<file path="src/rtl/pc_pkg.sv">
// Shared definitions for the programmable counter: action encoding and
// return-stack sizing helpers.
package pc_pkg;

  typedef enum logic [2:0] {
    HOLD,
    COUNT,
    LOAD,
    CALL,
    RET
  } pc_action_e;

  // Pointer must represent 0..depth inclusive so "full" is a distinct value.
  function automatic int ptr_width(input int depth);
    return $clog2(depth + 1);
  endfunction

  function automatic int idx_width(input int depth);
    return (depth <= 2) ? 1 : $clog2(depth);
  endfunction

endpackage

</file>
<file path="src/rtl/pc_stack.sv">
// Return-address LIFO for prog_counter with registered full/empty status.
// Contents are not reset; clearing the pointer discards them.
module pc_stack
  import pc_pkg::*;
#(
  parameter int WIDTH = 8,
  parameter int DEPTH = 4
) (
  input  logic             clk,
  input  logic             rst_n,
  input  logic             push,
  input  logic             pop,
  input  logic [WIDTH-1:0] push_data,
  output logic [WIDTH-1:0] top_data,
  output logic             full,
  output logic             empty
);

  localparam int PW = ptr_width(DEPTH);
  localparam int IW = idx_width(DEPTH);
  localparam logic [PW-1:0] DEPTH_P = PW'(DEPTH);

  logic [PW-1:0]    sp_d, sp_q;
  logic [WIDTH-1:0] mem_d [2**IW];
  logic [WIDTH-1:0] mem_q [2**IW];
  logic             full_d, full_q, empty_d, empty_q;
  logic [IW-1:0]    wr_idx, rd_idx;

  always_comb begin
    wr_idx  = IW'(sp_q);
    rd_idx  = IW'(sp_q - 1'b1);
    mem_d   = mem_q;
    sp_d    = sp_q;
    if (push) begin
      mem_d[wr_idx] = push_data;
      sp_d          = sp_q + 1'b1;
    end else if (pop) begin
      sp_d = sp_q - 1'b1;
    end
    full_d  = (sp_d == DEPTH_P);
    empty_d = (sp_d == '0);
  end

  always_ff @(posedge clk or negedge rst_n) begin
    if (!rst_n) begin
      sp_q    <= '0;
      full_q  <= 1'b0;
      empty_q <= 1'b1;
    end else begin
      sp_q    <= sp_d;
      full_q  <= full_d;
      empty_q <= empty_d;
    end
  end

  always_ff @(posedge clk) begin
    mem_q <= mem_d;
  end

  assign top_data = mem_q[rd_idx];
  assign full     = full_q;
  assign empty    = empty_q;

endmodule

</file>
<file path="src/rtl/prog_counter.sv">
// Modulo up/down program counter with jump, call/return and sticky error.
// Return stack is present only when PROG_COUNTER_STACK_EN is defined.
module prog_counter
  import pc_pkg::*;
#(
  parameter int WIDTH       = 8,
  parameter int MODULO      = 256,
  parameter int SATURATE    = 0,
  parameter int STACK_DEPTH = 4
) (
  input  logic             clk,
  input  logic             reset,
  input  logic             en,
  input  logic             up,
  input  logic             load,
  input  logic [WIDTH-1:0] load_value,
  input  logic             call,
  input  logic             ret,
  output logic [WIDTH-1:0] value,
  output logic             tc,
  output logic             wrap,
  output logic             stack_full,
  output logic             stack_empty,
  output logic             err
);

  localparam logic [WIDTH-1:0] MAX_VAL = WIDTH'(MODULO - 1);
  localparam logic [WIDTH:0]   MOD_EXT = (WIDTH + 1)'(MODULO);

  pc_action_e       action;
  logic [WIDTH-1:0] value_d, value_q, ret_addr, top_data;
  logic             wrap_d, wrap_q, err_d, err_q;
  logic             push, pop, full, empty, target_bad, at_end;

`ifdef PROG_COUNTER_STACK_EN
  localparam bit HAS_STACK = 1'b1;

  pc_stack #(
    .WIDTH (WIDTH),
    .DEPTH (STACK_DEPTH)
  ) u_stack (
    .clk       (clk),
    .rst_n     (reset),
    .push      (push),
    .pop       (pop),
    .push_data (ret_addr),
    .top_data  (top_data),
    .full      (full),
    .empty     (empty)
  );
`else
  localparam bit HAS_STACK = 1'b0;
  localparam int unused_depth = STACK_DEPTH;
  logic unused_stack;

  assign unused_stack = ^{push, pop, ret_addr};
  assign top_data     = '0;
  assign full         = 1'b0;
  assign empty        = 1'b1;
`endif

  always_comb begin
    action = HOLD;
    if (load) begin
      action = LOAD;
    end else if (call) begin
      action = HAS_STACK ? CALL : LOAD;
    end else if (ret && HAS_STACK) begin
      action = RET;
    end else if (en) begin
      action = COUNT;
    end
  end

  // A count at the range end either wraps (pulsing wrap) or saturates.
  always_comb begin
    target_bad = ({1'b0, load_value} >= MOD_EXT);
    at_end     = up ? (value_q == MAX_VAL) : (value_q == '0);
    ret_addr   = (value_q == MAX_VAL) ? '0 : value_q + 1'b1;
    value_d    = value_q;
    wrap_d     = 1'b0;
    err_d      = err_q;
    push       = 1'b0;
    pop        = 1'b0;
    case (action)
      LOAD, CALL: begin
        value_d = target_bad ? '0 : load_value;
        if (target_bad) err_d = 1'b1;
        if (action == CALL) begin
          if (full) err_d = 1'b1;
          else push = 1'b1;
        end
      end
      RET: begin
        if (empty) begin
          err_d = 1'b1;
        end else begin
          pop     = 1'b1;
          value_d = top_data;
        end
      end
      COUNT: begin
        if (at_end) begin
          if (SATURATE == 0) begin
            value_d = up ? '0 : MAX_VAL;
            wrap_d  = 1'b1;
          end
        end else begin
          value_d = up ? value_q + 1'b1 : value_q - 1'b1;
        end
      end
      default: ;
    endcase
  end

  always_ff @(posedge clk or negedge reset) begin
    if (!reset) begin
      value_q <= '0;
      wrap_q  <= 1'b0;
      err_q   <= 1'b0;
    end else begin
      value_q <= value_d;
      wrap_q  <= wrap_d;
      err_q   <= err_d;
    end
  end

  assign value       = value_q;
  assign tc          = en && at_end;
  assign wrap        = wrap_q;
  assign err         = err_q;
  assign stack_full  = full;
  assign stack_empty = empty;

endmodule

</file>
<file path="config.mk">
export PLATFORM = sky130hd
export DESIGN_NAME = prog_counter
export DESIGN_NICKNAME = d
export VERILOG_FILES = /design/src/rtl/pc_pkg.sv /design/src/rtl/pc_stack.sv /design/src/rtl/prog_counter.sv
export SDC_FILE = /design/constraint.sdc
export NUM_CORES = 1
export LEC_CHECK = 0
export ABC_CLOCK_PERIOD_IN_PS = 2029
export BUFFER_PORTS_ARGS = -buffer_cell sky130_fd_sc_hd__buf_4
export CAP_MARGIN = 40
export CORE_MARGIN = 2
export CORE_UTILIZATION = 44
export CTS_CLUSTER_DIAMETER = 60
export CTS_CLUSTER_SIZE = 10
export DETAILED_ROUTE_END_ITERATION = 12
export GPL_ROUTABILITY_DRIVEN = 0
export PLACE_DENSITY = 0.74
export SKIP_LAST_GASP = 1
export SLEW_MARGIN = 0
export SYNTH_ARGS = -nofsm -noshare
export SYNTH_HDL_FRONTEND = slang
export SYNTH_HIERARCHICAL = 1
export SYNTH_SLANG_ARGS = --single-unit
</file>
<file path="constraint.sdc">
create_clock -name clk -period 2.03 [get_ports clk]
set_input_delay 0.406 -clock clk [delete_from_list [all_inputs] [get_ports clk]]
set_output_delay 0.406 -clock clk [all_outputs]
set_load 0.1 [all_outputs]
</file>
# Word-level counts from Yosys, hierarchy flattened
# Cells that the tools add are included.
[word_totals]
regBits = 10
latch_bits = 0
ramBits = 0
romBits = 0
mem_count = 0
[op_classes]
addsub = 2
mul = 0
n_div = 0
magnitude_cmp = 0
n_eq_ne = 5
shifts = 0
mux = 10
bitwise = 0
reduce_logical = 4
[ops]
columns = ["op", "count"]
rows = [
  ["8-bit two-way mux", 3],
  ["8-bit one-hot mux with 2 select lines", 1],
  ["8-bit by 1-bit adder with 8-bit output, second input constant", 1],
  ["8-bit equality test, second input constant", 1],
  ["8-bit logical NOT", 1],
  ["8-bit by 1-bit subtractor with 8-bit output, second input constant", 1],
  ["3-bit by 2-bit equality test with 1-bit output, second input constant", 2],
  ["3-bit two-way mux", 2],
  ["1-bit two-way mux", 4],
  ["3-bit by 1-bit equality test with 1-bit output, second input constant", 1],
  ["3-bit equality test, second input constant", 1],
  ["2-bit nonzero test", 1],
  ["2-bit OR reduction", 1],
  ["1-bit logical AND", 1],
]

# Longest topological paths before layout
[logic_depth]
ltp_word = 6
ltp_mapped = 6
ltp_nobuf = 6

# Worst setup path after synthesis
# No wires, ideal clock.
[synth_path]
kind = "register to output"
from = "register value_q[2] (netlist: value[2])"
to = "output tc"
arrival_ps = 2946
required_ps = 1624
slack_ps = -1322
path_stages_with_launch = 5
path_buffers = 0
cell_sequence = "dfrtp_1 -> or4_4 -> nor3_2 -> nor2_1 -> nor2_1"
[synth_via]
elab_chain_len = 3
[synth_rtl]
columns = ["element", "line_no", "text"]
rows = [
  ["start: declaration", "prog_counter.sv:31", "logic [WIDTH-1:0] value_d, value_q, ret_addr, top_data;"],
  ["start signal: assignment", "prog_counter.sv:122", "value_q <= value_d;"],
  ["8-bit equality test or 8-bit logical NOT (tied branches)", "n/a", ""],
  ["1-bit two-way mux (*)", "prog_counter.sv:78", "at_end = up ? (value_q == MAX_VAL) : (value_q == '0);"],
  ["1-bit logical AND (*)", "prog_counter.sv:129", "assign tc = en && at_end;"],
  ["end: declaration", "prog_counter.sv:20", "output logic tc,"],
]
# Mark *: on every way between the ends. The rest lies on a longest branch, timed or not.

# Final worst setup path
[layout_path]
from = "register value_q[5] (netlist: value[5])"
to = "output tc"
# The elaborated chain is that of the path after synthesis.

==> qor.yml <==
row_count: 15
cts_max_path_buffers: 2
io-pin-count: 28
dp_hpwl_um: 1940
hold_viol_final: 0
worstPathMaxFanout: 2
synth_cell_types: 33
final_nets: 168
synth_cells: 101
ant_nets: 0
port_buffers: 23
num_antenna_cells: 0
powerDensity_nw_per_um2: 668
hp-class: "in2reg"
postSynthAreaPerCell_um2: 8.26
dpl-instance-area_um2: 1200
drive_above_1_share_pct: 46.2
worst_r2r_endpoint: "value[4]"
rsz0062_at_grt: "yes"
fin_ws_ns: -0.270
cp-end-kind: "primary output"
die_h_um: 47.6
antenna_found_initial: 0
cts_root_buf: "clkbuf_4"
grt_pass1_wl_um: 3840
final_area_um2: 1280
worstSetupStartpointType: "register"
overflow: 0
track_usage_pct: 24.3
clk_latency_ns: 0.26
cts_tree: "yes"
routedWlPerCell_um: 14.9
coreArea_um2: 1760
maxCapViolCount: 0
critical_path.max_stage_delay_ns: 0.56
cts_sinks: 9
via_per_inst: 5.59
drc_errors: 0
failed_checks: "setup timing"
path_class: "reg2out"
layout_common_cells: "buf_4 (42), nor2_1 (13), inv_1 (7), nand2_1 (7), ha_1 (5)"
htree_levels: 1
cp.required_ns: 1.62
slew_headroom_pct: 63.4
area_growth_pct: 52.9
critPathTopFamily: "simple AND/OR/NAND/NOR gates"
p_total_uw: 853
finalSetupViolCount: 1
grt_max_degree: 12
irDropWorstVdd_mv: 0.371
cts_made_buffers: 3
hp-start: "load_value[0]"
r2r_cells: 5
yosysSeqAreaShare_pct: 27.0
dieWidth_um: 47.6
grt_pass1_vias: 857
rrSetupSlack_ns: 0.01
syn-cell-area_um2: 835
maxSlewViolCount: 0
final_common_cell: "buf_4"
first_pass_iters: 4
ys_warn_count: 6
period_share_pct: 113
routed_wl_um: 2530
hold_depth: 3
finalCriticalPeriod_ns: 2.30
r2r-start: "value[1]"
fin_skew_ns: 0.000634
cp_slowest_cell: "or4_4"
clkSlewWorstSetupHoldPaths_ns: 0.06
drtIter0Drc: 41
whs_endpoint: "value[0]"
run_status: "finished with violations"
arrival_ns: 1.89
start_util_pct: 47.3
leakage_uw: 0.000611
max_freq_mhz: 435
worst_pin_slew_ns: 0.544
synth_seq_cells: 9
die_area_um2: 2260
vias: 951
path_buf_inv: 1
path_cells: "or4_4 > nor3_4 > nor2_2 > nor2_4 > buf_12"
[sequential cells by signal (all words and copies together) (netlist names)]
register and cells:
value 8, wrap 1
[report_power, final]
part / internal [µW] / total (µW) / switching, µW
sequential: 203 / 224 / 21.2
clock: 76.0 / 143 / 67.4
combinational: 180 / 485 / 305
[cells in the mapped netlist, drive strengths merged]
master	count	area, µm²
xnor2	1	8.76
xor2	2	17.5
dfrtp	9	225
a221oi	5	43.8
inv	7	26.3
o221a	1	11.3
a21oi	1	5.00
o21ai	3	15.0
clkbuf	2	7.51
and2	1	6.26
or3	2	12.5
nor3	2	15.0
conb	2	7.51
o21a	3	22.5
or4	2	18.8
a211o	3	26.3
o31ai	3	22.5
buf	3	22.5
o211a	1	10.0
fa	1	20.0
a211oi	4	30.0
a21o	3	22.5
nor2	15	56.3
or2	2	12.5
nor4	3	25.0
ha	6	75.1
o22ai	3	18.8
nand3	3	15.0
nand2	7	26.3
o221ai	1	8.76
[worst max-delay path by stage]
stage                     startpoint  endpoint  slack (ns)  cells past startpoint
after CTS                   value[5]        tc       -0.28                      5
after detailed placement          up  value[5]       -0.19                      9
final                       value[5]        tc       -0.27                      5
after global routing        value[5]        tc       -0.32                      5
after global placement            up  value[4]       -0.11                      7
after floorplan             value[5]        tc       -0.36                      4
[area by class of cell]
type	count	area, µm²
tap	25	31.3
sequential	9	245
multi-input combinational	81	602
inverter	7	26.3
timing repair buffer	44	345
clock buffer	4	26.3
fill	158	488
[repair_timing]
item / in CTS / in global routing
hold buffers: 1 / 0
resized for setup: 5 / 2
buffers inserted: 0 / 1
endpoints found under the setup margin: 2 / 3
pin swaps: 1 / 0
endpoints found under the hold margin: 9 / 0
[kinds of logic (layout without fill, tap and decap cells)]
| logic type | count (synthesis) | in the layout | synth area share, % |
|---|---|---|---|
| and+or+nand+nor | 37 | 37 | 22.5 |
| AOI/OAI and AO/OA | 31 | 31 | 28.3 |
| buffers and inverters | 12 | 55 | 6.75 |
| DFF | 9 | 9 | 27.0 |
| adders and majority gates | 7 | 7 | 11.4 |
| xor gates and xnor gates | 3 | 3 | 3.15 |
| other | 2 | 3 | 0.900 |
[routing by layer]
layer / up-vias / global-route usage (%) / wire length (µm)
li1: 460 / - / -
met1: 433 / 30.9 / 1040
met2: 49 / 41.1 / 1270
met3: 9 / 2.64 / 183
met4: 0 / 11.4 / 48
met5: - / 0 / 0
[worst reg2reg max path, cell delays in order (launching register included)]
cell,delay (ns)
dfrtp_4,0.51
fa_2,0.37
a211o_1,0.32
and2_4,0.16
or3_1,0.32
a221oi_2,0.25
[metrics by stage]
stage	setup TNS [ns]	setup slack, ns	hold slack (ns)	cells	utilization [%]
6_report	-0.270	-0.270	0.393	170	72.3
5_1_grt	-0.332	-0.316	0.411	170	72.3
4_1_cts	-0.278	-0.277	0.396	169	71.5
3_5_place_dp	-0.476	-0.189	0.237	164	68.2
3_3_place_gp	-0.236	-0.115	0.234	164	68.2
2_1_floorplan	-0.444	-0.359	0.110	102	-
(Power assumes the default switching activity.)
